--- config.mk ---
export PLATFORM = sky130hd
export DESIGN_NAME = rd_serializer
export DESIGN_NICKNAME = d
export VERILOG_FILES = /design/src/rtl/rd_serializer_pkg.sv /design/src/rtl/ser_shift_reg.sv /design/src/rtl/rd_serializer.sv
export SDC_FILE = /design/constraint.sdc
export NUM_CORES = 1
export LEC_CHECK = 0
export ABC_AREA = 0
export CORE_UTILIZATION = 25
export DETAILED_ROUTE_END_ITERATION = 7
export GPL_TIMING_DRIVEN = 0
export PLACE_DENSITY = 0.52
export SETUP_SLACK_MARGIN = 0.02
export SKIP_LAST_GASP = 1
export SYNTH_ARGS = -nofsm -noshare
export SYNTH_HDL_FRONTEND = slang
export SYNTH_SLANG_ARGS = --single-unit
--- constraint.sdc ---
create_clock -name clk -period 3.8 [get_ports clk]
set_input_delay 0.76 -clock clk [delete_from_list [all_inputs] [get_ports clk]]
set_output_delay 0.76 -clock clk [all_outputs]
set_load 0.005 [all_outputs]
--- src/rtl/rd_serializer_pkg.sv ---
// Shared definitions for the read-data serializer: FSM state encoding and
// the default word width.
package rd_serializer_pkg;

  localparam int DEFAULT_WIDTH = 8;

  // Two-state FSM, kept as plain logic constants so legacy tools and
  // waveform viewers see a simple 1-bit encoding.
  typedef logic [0:0] state_t;
  localparam state_t IDLE = 1'b0;
  localparam state_t SEND = 1'b1;

endpackage

--- src/rtl/ser_shift_reg.sv ---
// Parallel-load shift register with directional shift, synchronous clear and
// hold. The fill bit is always 0, so after a full word has been shifted out
// the register is empty again.
module ser_shift_reg #(
  parameter int WIDTH     = 8,
  parameter bit MSB_FIRST = 1'b1
) (
  input  logic             clk,
  input  logic             rst_n,
  input  logic             load,
  input  logic             clear,
  input  logic             shift,
  input  logic [WIDTH-1:0] load_data,
  output logic             first_bit
);

  logic [WIDTH-1:0] sreg;
  logic [WIDTH-1:0] sreg_shifted;

  // Next value after one shift, in the configured direction, with 0 fill.
  generate
    if (MSB_FIRST) begin : g_msb
      assign sreg_shifted = {sreg[WIDTH-2:0], 1'b0};
      assign first_bit    = sreg[WIDTH-1];
    end else begin : g_lsb
      assign sreg_shifted = {1'b0, sreg[WIDTH-1:1]};
      assign first_bit    = sreg[0];
    end
  endgenerate

  // Register update: clear beats load, load beats shift, otherwise hold.
  // NOTE: sequential state uses non-blocking (<=) so every flop samples the
  // pre-edge values of its neighbours; blocking here would create ordering races.
  always_ff @(posedge clk or negedge rst_n) begin
    if (!rst_n) begin
      sreg <= '0;
    end else if (clear) begin
      sreg <= '0;
    end else if (load) begin
      sreg <= load_data;
    end else if (shift) begin
      sreg <= sreg_shifted;
    end
  end

endmodule

--- src/rtl/rd_serializer.sv ---
// Read-data serializer: accepts a parallel word when idle, then presents it
// one bit per accepted cycle under a valid/master_ready handshake. Signals
// the end of a word with a one-cycle done pulse; flush abandons the word.
module rd_serializer
  import rd_serializer_pkg::*;
#(
  parameter int WIDTH     = DEFAULT_WIDTH,
  parameter bit MSB_FIRST = 1'b1
) (
  input  logic                       clk,
  input  logic                       rst_n,
  input  logic                       ld_valid,
  input  logic [WIDTH-1:0]           ld_data,
  output logic                       ld_ready,
  input  logic                       flush,
  input  logic                       master_ready,
  output logic                       rdata,
  output logic                       valid,
  output logic                       done,
  output logic [$clog2(WIDTH+1)-1:0] bit_cnt
);

  localparam int CW = $clog2(WIDTH+1);

  state_t state;
  logic   first_bit;
  logic   load_fire;
  logic   accept;
  logic   last_accept;

  // A flush in IDLE drops a same-cycle load; in SEND it overrides acceptance.
  assign load_fire   = (state == IDLE) && ld_valid && !flush;
  assign accept      = (state == SEND) && master_ready;
  assign last_accept = accept && (bit_cnt == CW'(1));

  // Outputs decode straight from flops, so reset clears them without an edge.
  assign ld_ready = (state == IDLE);
  assign valid    = (state == SEND);
  assign rdata    = (state == SEND) && first_bit;

  ser_shift_reg #(
    .WIDTH     (WIDTH),
    .MSB_FIRST (MSB_FIRST)
  ) u_shift (
    .clk       (clk),
    .rst_n     (rst_n),
    .load      (load_fire),
    .clear     (flush && (state == SEND)),
    .shift     (accept && !flush),
    .load_data (ld_data),
    .first_bit (first_bit)
  );

  // FSM, remaining-bit counter and done pulse.
  always_ff @(posedge clk or negedge rst_n) begin
    if (!rst_n) begin
      state   <= IDLE;
      bit_cnt <= '0;
      done    <= 1'b0;
    end else begin
      done <= 1'b0;
      if (state == IDLE) begin
        if (load_fire) begin
          state   <= SEND;
          bit_cnt <= CW'(WIDTH);
        end
      end else begin
        if (flush) begin
          state   <= IDLE;
          bit_cnt <= '0;
        end else if (accept) begin
          bit_cnt <= bit_cnt - CW'(1);
          if (last_accept) begin
            state <= IDLE;
            done  <= 1'b1;
          end
        end
      end
    end
  end

endmodule
==> impl_results.rst, run 1 <==
.. list-table::
   :header-rows: 1

   * - Metric
     - Value
   * - Fin util
     - 38.1%
   * - Total Nets Final
     - 100
   * - Startpoint of the most critical register-to-register path
     - valid
   * - Data required time at the worst endpoint
     - 3.04 ns
   * - Number of cells on the worst reg-to-reg path
     - 4
   * - Die outline area
     - 3070 um2
   * - # port buffers
     - 20
   * - Remaining routing DRC violations
     - 0
   * - Final-layout fill cell count
     - 262
   * - Clk sink count
     - 14
   * - WHS Endpoint
     - u_shift.sreg[7]
   * - Cell type group with the largest total delay on the critical path
     - buffers and inverters
   * - Total of warnings raised by yosys
     - 0
   * - Total number of placement rows
     - 18
   * - Final Setup Violations
     - 0
   * - Accumulated negative setup slack
     - 0 ns
   * - TritonCTS clock tree
     - built
   * - Chip width
     - 55.4 um
   * - Worst slack after detailed placement
     - 1.40 ns
   * - Placed standard-cell area
     - 950 um2
   * - Result of the run
     - finished, final reports clean
   * - Post-route antenna net violation count
     - 0
   * - Starting utilization of the core area
     - 27.5%
   * - Number of buffers added to fix hold violations after cts
     - 0
   * - Layout cells sized above 1
     - 13.1%
   * - Worst hold margin
     - 0.476 ns
   * - DR vias
     - 551
   * - Static Leak
     - 0.000484 uW
   * - Post-synthesis cell area
     - 712 um2
   * - 1st-pass router iterations
     - 4
   * - Clock-pin slew of the registers on the worst-case setup and hold paths
     - 0.09 ns
   * - Launch point of the worst hold path
     - u_shift.sreg[7]
   * - Number of max-capacitance violations reported
     - 0
   * - Fin. max-slew vios
     - 0
   * - Number of endpoints with negative hold slack in the final report
     - 0
   * - Number of buffers and inverters on the critical path
     - 2
   * - Die Span Y
     - 55.4 um
   * - Worst setup margin
     - 1.62 ns
   * - Post-DP HPWL
     - 1.02 mm
   * - Largest net degree at the start of global routing
     - 15
   * - Maximum net fanout on the critical path
     - 10
   * - Path length in cells of the critical path
     - 3
   * - Longest Clk Path Bufs
     - 2
   * - Placeable core region
     - 2590 um2
   * - DRC marker count from the first detailed-route iteration
     - 4
   * - Minimum period implied by the final worst setup slack
     - 2.18 ns
   * - Design area
     - 986 um2
   * - Remaining global-route overflow
     - 0
   * - Number of library cell types mapped by synthesis
     - 24
   * - Vias in the first global route
     - 587
   * - Vias per std cell
     - 4.83
   * - First-pass GRT wire length
     - 2.58 mm
   * - Count of buffers added by post-CTS timing repair for setup
     - 0
   * - Mapped Cells
     - 60
   * - Slack of the worst reg-to-reg path
     - 2.23 ns
   * - Syn Area/Cell
     - 11.9 um2
   * - Final wirelength
     - 1.41 mm
   * - Initial antenna violation count
     - 0
   * - Average routed wire per standard cell
     - 12.4 um
   * - Yosys reg bits
     - 14
   * - RD Place Congestion
     - 0.720
   * - Worst hold path depth
     - 1
   * - Kind of capture point of the worst setup path
     - output port
   * - Startpoint type of the worst setup path
     - flop
   * - Clock root cell
     - sky130_fd_sc_hd__clkbuf_4
   * - Post-synthesis sequential area ratio
     - 49.2%
   * - RSZ-0062 raised after global routing
     - false
   * - Post-Synthesis Net Count
     - 75
   * - Number of antenna repair diodes
     - 0
   * - Maximum ir drop on the vdd rail
     - 162 uV
   * - Clk Latency, worst-skew pair
     - 0.28 ns
   * - Max-slew headroom at the worst pin
     - 58.2%
   * - GRT Util Overall
     - 10.8%
   * - Critical path cell sequence
     - buf_6 -> and2_1 -> clkdlybuf4s50_1
   * - Slew of the pin with the lowest slew margin
     - 0.626 ns
   * - Cts repair resizes
     - 0
   * - Final worst path period share
     - 57.4%
   * - Worst path arrival time
     - 1.42 ns
   * - Hold Path Class
     - flop to flop
   * - Boundary pin count
     - 21
   * - Timing-limited maximum frequency
     - 0.459 GHz
   * - Synth-to-layout area growth
     - 38.5%
   * - CP max stage delay
     - 0.49 ns
   * - Terminus of the critical flop-to-flop path
     - bit_cnt[0]
   * - Slowest cell on the critical path
     - sky130_fd_sc_hd__clkdlybuf4s50_1
   * - Clock H-tree levels
     - 1
   * - Clock buffers created by TritonCTS
     - 3
   * - Clk_skew
     - 0.00432 ns
   * - Power density over the cells
     - 384 nW/um2
   * - Type of the worst setup path
     - flop to output port
==> registers in the layout, indices dropped and copies added, names as in the netlist <==
name	cells
bit_cnt	4
valid	1
done	1
u_shift.sreg	8
==> how the worst max path moves through the flow <==
stage | from | to | slack [ns]
after CTS | valid | rdata | 1.60
after detailed placement | flush | bit_cnt[0] | 1.40
after global placement | flush | bit_cnt[0] | 1.42
after floorplan | ld_valid | bit_cnt[0] | 2.21
final | valid | rdata | 1.62
after global routing | valid | rdata | 1.56
==> cells by family (layout without fill, tap and decap cells) <==
kind of cell | count (synthesis) | in the layout | share of synthesized area [%]
AND/OR/NAND/NOR | 11 | 11 | 12.0
XOR/XNOR | 1 | 1 | 1.23
flip-flops | 14 | 14 | 49.2
multiplexers | 2 | 2 | 3.51
adder cells (fa/ha/maj) | 2 | 2 | 3.51
buffers and inverters | 8 | 32 | 6.33
AO/OA/AOI/OAI | 22 | 22 | 24.3
==> per-layer routing <==
layer,wire (um),track usage (%),up-vias
met2,634,17.0,18
met4,45,7.50,0
met1,654,12.9,265
met3,74,2.58,5
li1,-,-,263
met5,0,0,-
==> cell type report <==
| type | count | area, um2 | share of cell area (%) |
|---|---|---|---|
| plain buffers | 2 | 22.5 | 2.28 |
| clock buffers | 4 | 36.3 | 3.68 |
| inverters | 6 | 22.5 | 2.28 |
| multi-input cells | 38 | 317 | 32.1 |
| flip-flops and latches | 14 | 350 | 35.5 |
| well taps | 30 | 37.5 | 3.81 |
| repair buffers | 20 | 200 | 20.3 |
==> stage by stage <==
| stage | std cells | total power [uW] |
|---|---|---|
| 2_1_floorplan | 60 | 230 |
| 3_3_place_gp | 110 | 275 |
| 3_5_place_dp | 110 | 276 |
| 4_1_cts | 114 | 384 |
| 5_1_grt | 114 | 401 |
| 6_report | 114 | 379 |
==> report_power, final <==
group          internal (uW)  switching [uW]  total, uW  leakage [uW]
clock network           58.3            49.1        107     0.0000210
logic                   54.2            33.4       87.6      0.000281
registers                168            15.8        184      0.000182
total                    280            98.3        379      0.000484
==> Yosys cell counts <==
| library cell | instances | area, um2 |
|---|---|---|
| sky130_fd_sc_hd__xor2_1 | 1 | 8.76 |
| sky130_fd_sc_hd__and3b_1 | 1 | 8.76 |
| sky130_fd_sc_hd__a21oi_1 | 1 | 5.00 |
| sky130_fd_sc_hd__mux2i_1 | 1 | 10.0 |
| sky130_fd_sc_hd__inv_1 | 6 | 22.5 |
| sky130_fd_sc_hd__mux2_4 | 1 | 15.0 |
| sky130_fd_sc_hd__buf_6 | 2 | 22.5 |
| sky130_fd_sc_hd__nor3b_1 | 1 | 7.51 |
| sky130_fd_sc_hd__o21a_1 | 1 | 7.51 |
| sky130_fd_sc_hd__and2_1 | 2 | 12.5 |
| sky130_fd_sc_hd__a22o_1 | 7 | 61.3 |
| sky130_fd_sc_hd__nand2_1 | 2 | 7.51 |
| sky130_fd_sc_hd__nor2_1 | 1 | 3.75 |
| sky130_fd_sc_hd__dfrtp_1 | 14 | 350 |
| sky130_fd_sc_hd__nor2_4 | 1 | 11.3 |
| sky130_fd_sc_hd__nor4b_1 | 1 | 8.76 |
| sky130_fd_sc_hd__ha_1 | 2 | 25.0 |
| sky130_fd_sc_hd__o21ai_0 | 1 | 5.00 |
| sky130_fd_sc_hd__a21o_1 | 7 | 52.6 |
| sky130_fd_sc_hd__nor2b_1 | 1 | 6.26 |
| sky130_fd_sc_hd__nor3b_4 | 1 | 18.8 |
| sky130_fd_sc_hd__a311oi_1 | 1 | 8.76 |
| sky130_fd_sc_hd__o22ai_1 | 2 | 12.5 |
| sky130_fd_sc_hd__a22o_2 | 2 | 20.0 |
==> placed cells by master (no fill, tap or decap) <==
master / netlist / layout
sky130_fd_sc_hd__a21o_1: 7 / 7
sky130_fd_sc_hd__a21oi_1: 1 / 1
sky130_fd_sc_hd__a22o_1: 7 / 7
sky130_fd_sc_hd__a22o_2: 2 / 2
sky130_fd_sc_hd__a311oi_1: 1 / 1
sky130_fd_sc_hd__and2_1: 2 / 2
sky130_fd_sc_hd__and3b_1: 1 / 1
sky130_fd_sc_hd__buf_6: 2 / 2
sky130_fd_sc_hd__clkbuf_4: 0 / 3
sky130_fd_sc_hd__clkbuf_8: 0 / 1
sky130_fd_sc_hd__clkdlybuf4s50_1: 0 / 20
sky130_fd_sc_hd__dfrtp_1: 14 / 14
sky130_fd_sc_hd__ha_1: 2 / 2
sky130_fd_sc_hd__inv_1: 6 / 6
sky130_fd_sc_hd__mux2_4: 1 / 1
sky130_fd_sc_hd__mux2i_1: 1 / 1
sky130_fd_sc_hd__nand2_1: 2 / 2
sky130_fd_sc_hd__nor2_1: 1 / 1
sky130_fd_sc_hd__nor2_4: 1 / 1
sky130_fd_sc_hd__nor2b_1: 1 / 1
sky130_fd_sc_hd__nor3b_1: 1 / 1
sky130_fd_sc_hd__nor3b_4: 1 / 1
sky130_fd_sc_hd__nor4b_1: 1 / 1
sky130_fd_sc_hd__o21a_1: 1 / 1
sky130_fd_sc_hd__o21ai_0: 1 / 1
sky130_fd_sc_hd__o22ai_1: 2 / 2
sky130_fd_sc_hd__xor2_1: 1 / 1
==> worst reg2reg max path, delay by kind of cell (launching register included) <==
family | cells | cell delay, ns
AND/OR/NAND/NOR | 2 | 0.62
buffers and inverters | 1 | 0.15
flip-flops | 1 | 0.40
multiplexers | 1 | 0.28
Note: power is estimated with default switching activity, not from simulation.
==> run 2: changes to the inputs <==
Clock period 3.8 ns to 2.04 ns, I/O delays scaled along.
==> results of run 2 <==
Same layout as run 1 (identical final DEF). Status: finished, final reports clean.
Main changes from that run: setup slack after placement 1.40 ns -> -0.0102 ns; setup slack after layout 1.62 ns -> 0.213 ns; register-to-register setup slack 2.23 ns -> 0.47 ns; total power 379 uW -> 705 uW; worst IR drop on VDD 162 uV -> 302 uV
==> run 3: changes to the inputs <==
Settings changed: ABC_CLOCK_PERIOD_IN_PS from default to 2040, GPL_TIMING_DRIVEN 0 to default.
==> impl_results.rst, run 3 (synthesized netlist as in run 1, its figures left out) <==
.. list-table::
   :header-rows: 1

   * - Metric
     - Value
   * - Result of the run
     - finished, final reports clean
   * - Number of max-capacitance violations reported
     - 0 (unchanged)
   * - Fin. max-slew vios
     - 0 (unchanged)
   * - Slack of the worst reg-to-reg path
     - 0.58 ns
   * - Static Leak
     - 0.000482 uW (-0.45%)
   * - DR vias
     - 558 (+1.3%)
   * - Starting utilization of the core area
     - 27.5% (unchanged)
   * - Total number of placement rows
     - 18 (unchanged)
   * - Synth-to-layout area growth
     - 37.4%
   * - Largest register FFs
     - 8 (unchanged)
   * - Clk sink count
     - 14 (unchanged)
   * - Hold Path Class
     - flop to flop
   * - Maximum net fanout on the critical path
     - 12 (+2)
   * - Initial antenna violation count
     - 0 (unchanged)
   * - Boundary pin count
     - 21 (unchanged)
   * - Kind of capture point of the worst setup path
     - output port
   * - Largest net degree at the start of global routing
     - 15 (unchanged)
   * - Average routed wire per standard cell
     - 13.2 um (+6.7%)
   * - Worst hold path depth
     - 1 (unchanged)
   * - Number of buffers added to fix hold violations after cts
     - 0 (unchanged)
   * - Largest register by flop count
     - u_shift.sreg
   * - Worst slack after detailed placement
     - 0.265 ns
   * - Minimum period implied by the final worst setup slack
     - 1.94 ns
   * - Clock H-tree levels
     - 1 (unchanged)
   * - Worst setup margin
     - 0.101 ns
   * - Slew of the pin with the lowest slew margin
     - 0.641 ns (+0.0157 ns)
   * - Startpoint type of the worst setup path
     - flop
   * - Terminus of the critical flop-to-flop path
     - u_shift.sreg[1]
   * - Power density over the cells
     - 722 nW/um2
   * - Startpoint of the most critical register-to-register path
     - valid
   * - Longest Clk Path Bufs
     - 2 (unchanged)
   * - First-pass GRT wire length
     - 2.56 mm (-0.81%)
   * - RSZ-0062 raised after global routing
     - false
   * - Accumulated negative setup slack
     - 0 ns (unchanged)
   * - Data required time at the worst endpoint
     - 1.63 ns
   * - Most used cells in the layout excluding fill and tap cells
     - sky130_fd_sc_hd__clkdlybuf4s50_1, sky130_fd_sc_hd__dfrtp_1, sky130_fd_sc_hd__a22o_1, sky130_fd_sc_hd__a21o_1, sky130_fd_sc_hd__inv_1
   * - Number of cells on the worst reg-to-reg path
     - 3 (-1)
   * - Remaining routing DRC violations
     - 0 (unchanged)
   * - Clock root cell
     - sky130_fd_sc_hd__clkbuf_4
   * - Number of antenna repair diodes
     - 0 (unchanged)
   * - Clock buffers created by TritonCTS
     - 3 (unchanged)
   * - Largest registers in the final layout
     - u_shift.sreg (8), bit_cnt (4)
   * - Max-slew headroom at the worst pin
     - 57.1% (-1.0 points)
   * - Placeable core region
     - 2590 um2 (unchanged)
   * - Most common cell after layout, fill and taps aside
     - sky130_fd_sc_hd__clkdlybuf4s50_1
   * - Layout cells sized above 1
     - 13.1% (unchanged)
   * - Die outline area
     - 3070 um2 (unchanged)
   * - Chip width
     - 55.4 um (unchanged)
   * - Vias in the first global route
     - 534 (-9.0%)
   * - Cts repair resizes
     - 0 (unchanged)
   * - DRC marker count from the first detailed-route iteration
     - 9 (+5)
   * - Final worst path period share
     - 95.0%
   * - Maximum ir drop on the vdd rail
     - 284 uV
   * - Worst path arrival time
     - 1.53 ns (+0.11 ns)
   * - Final wirelength
     - 1.50 mm (+6.7%)
   * - WHS Endpoint
     - u_shift.sreg[3]
   * - Launch point of the worst hold path
     - u_shift.sreg[3]
   * - Clk_skew
     - 0.00796 ns (+0.00364 ns)
   * - # port buffers
     - 20 (unchanged)
   * - Number of endpoints with negative hold slack in the final report
     - 0 (unchanged)
   * - Final Setup Violations
     - 0 (unchanged)
   * - Clk Latency, worst-skew pair
     - 0.28 ns (about the same)
   * - Total Nets Final
     - 100 (unchanged)
   * - Clock-pin slew of the registers on the worst-case setup and hold paths
     - 0.09 ns (about the same)
   * - Remaining global-route overflow
     - 0 (unchanged)
   * - Die Span Y
     - 55.4 um (unchanged)
   * - 1st-pass router iterations
     - 4 (unchanged)
   * - RD Place Congestion
     - 0.731 (+1.5%)
   * - Post-route antenna net violation count
     - 0 (unchanged)
   * - TritonCTS clock tree
     - built
   * - Vias per std cell
     - 4.89 (+1.3%)
   * - Timing-limited maximum frequency
     - 0.516 GHz
   * - Count of buffers added by post-CTS timing repair for setup
     - 0 (unchanged)
   * - Type of the worst setup path
     - flop to output port
   * - Post-DP HPWL
     - 1.05 mm (+3.0%)
   * - GRT Util Overall
     - 10.6% (-0.18 points)
run 3: changes by cell type in the layout (fill, tap and decap cells not counted):
cell / change
sky130_fd_sc_hd__buf_6: -2
sky130_fd_sc_hd__buf_4: +2
run 3: through the flow:
step	std cells	area, um2	power [uW]	hold WS (ns)	utilization [%]
after floorplan	60	712	429	0.112	-
after global placement	110	942	509	0.458	36.4
after detailed placement	110	942	512	0.465	36.4
after CTS	114	978	715	0.485	37.8
after global routing	114	978	750	0.504	37.8
final	114	978	707	0.485	37.8
run 3: area by class of cell:
cell class | instances | area (um2)
multi-input combinational | 38 | 317
fill | 257 | 1610
sequential | 14 | 350
clock buffer | 4 | 36.3
tap | 30 | 37.5
timing repair buffer | 22 | 215
inverter | 6 | 22.5
run 3: how the worst max path moves through the flow:
stage / start / end / slack [ns] / cells past startpoint
global route: valid / rdata / 0.03 / 2
finish: valid / rdata / 0.10 / 2
detailed placement: master_ready / u_shift.sreg[1] / 0.27 / 4
CTS: valid / rdata / 0.08 / 2
global placement: master_ready / u_shift.sreg[4] / 0.28 / 4
floorplan: valid / bit_cnt[0] / 0.66 / 4
run 3: routing by layer:
metal	track usage [%]	routed length [um]
met1	13.4	705
met2	16.2	686
met3	2.81	82
met4	6.43	27
met5	0	0
run 3: critical path: stages (launching register included):
cell and delay (ns):
sky130_fd_sc_hd__dfrtp_1 0.58, sky130_fd_sc_hd__and2_1 0.18, sky130_fd_sc_hd__clkdlybuf4s50_1 0.49
run 3: report_power, final:
| part | internal [uW] | switching (uW) | leakage (uW) | total [uW] |
|---|---|---|---|---|
| clock | 108 | 94.0 | 0.0000210 | 202 |
| combinational | 99.4 | 58.6 | 0.000279 | 158 |
| sequential | 313 | 33.7 | 0.000182 | 346 |
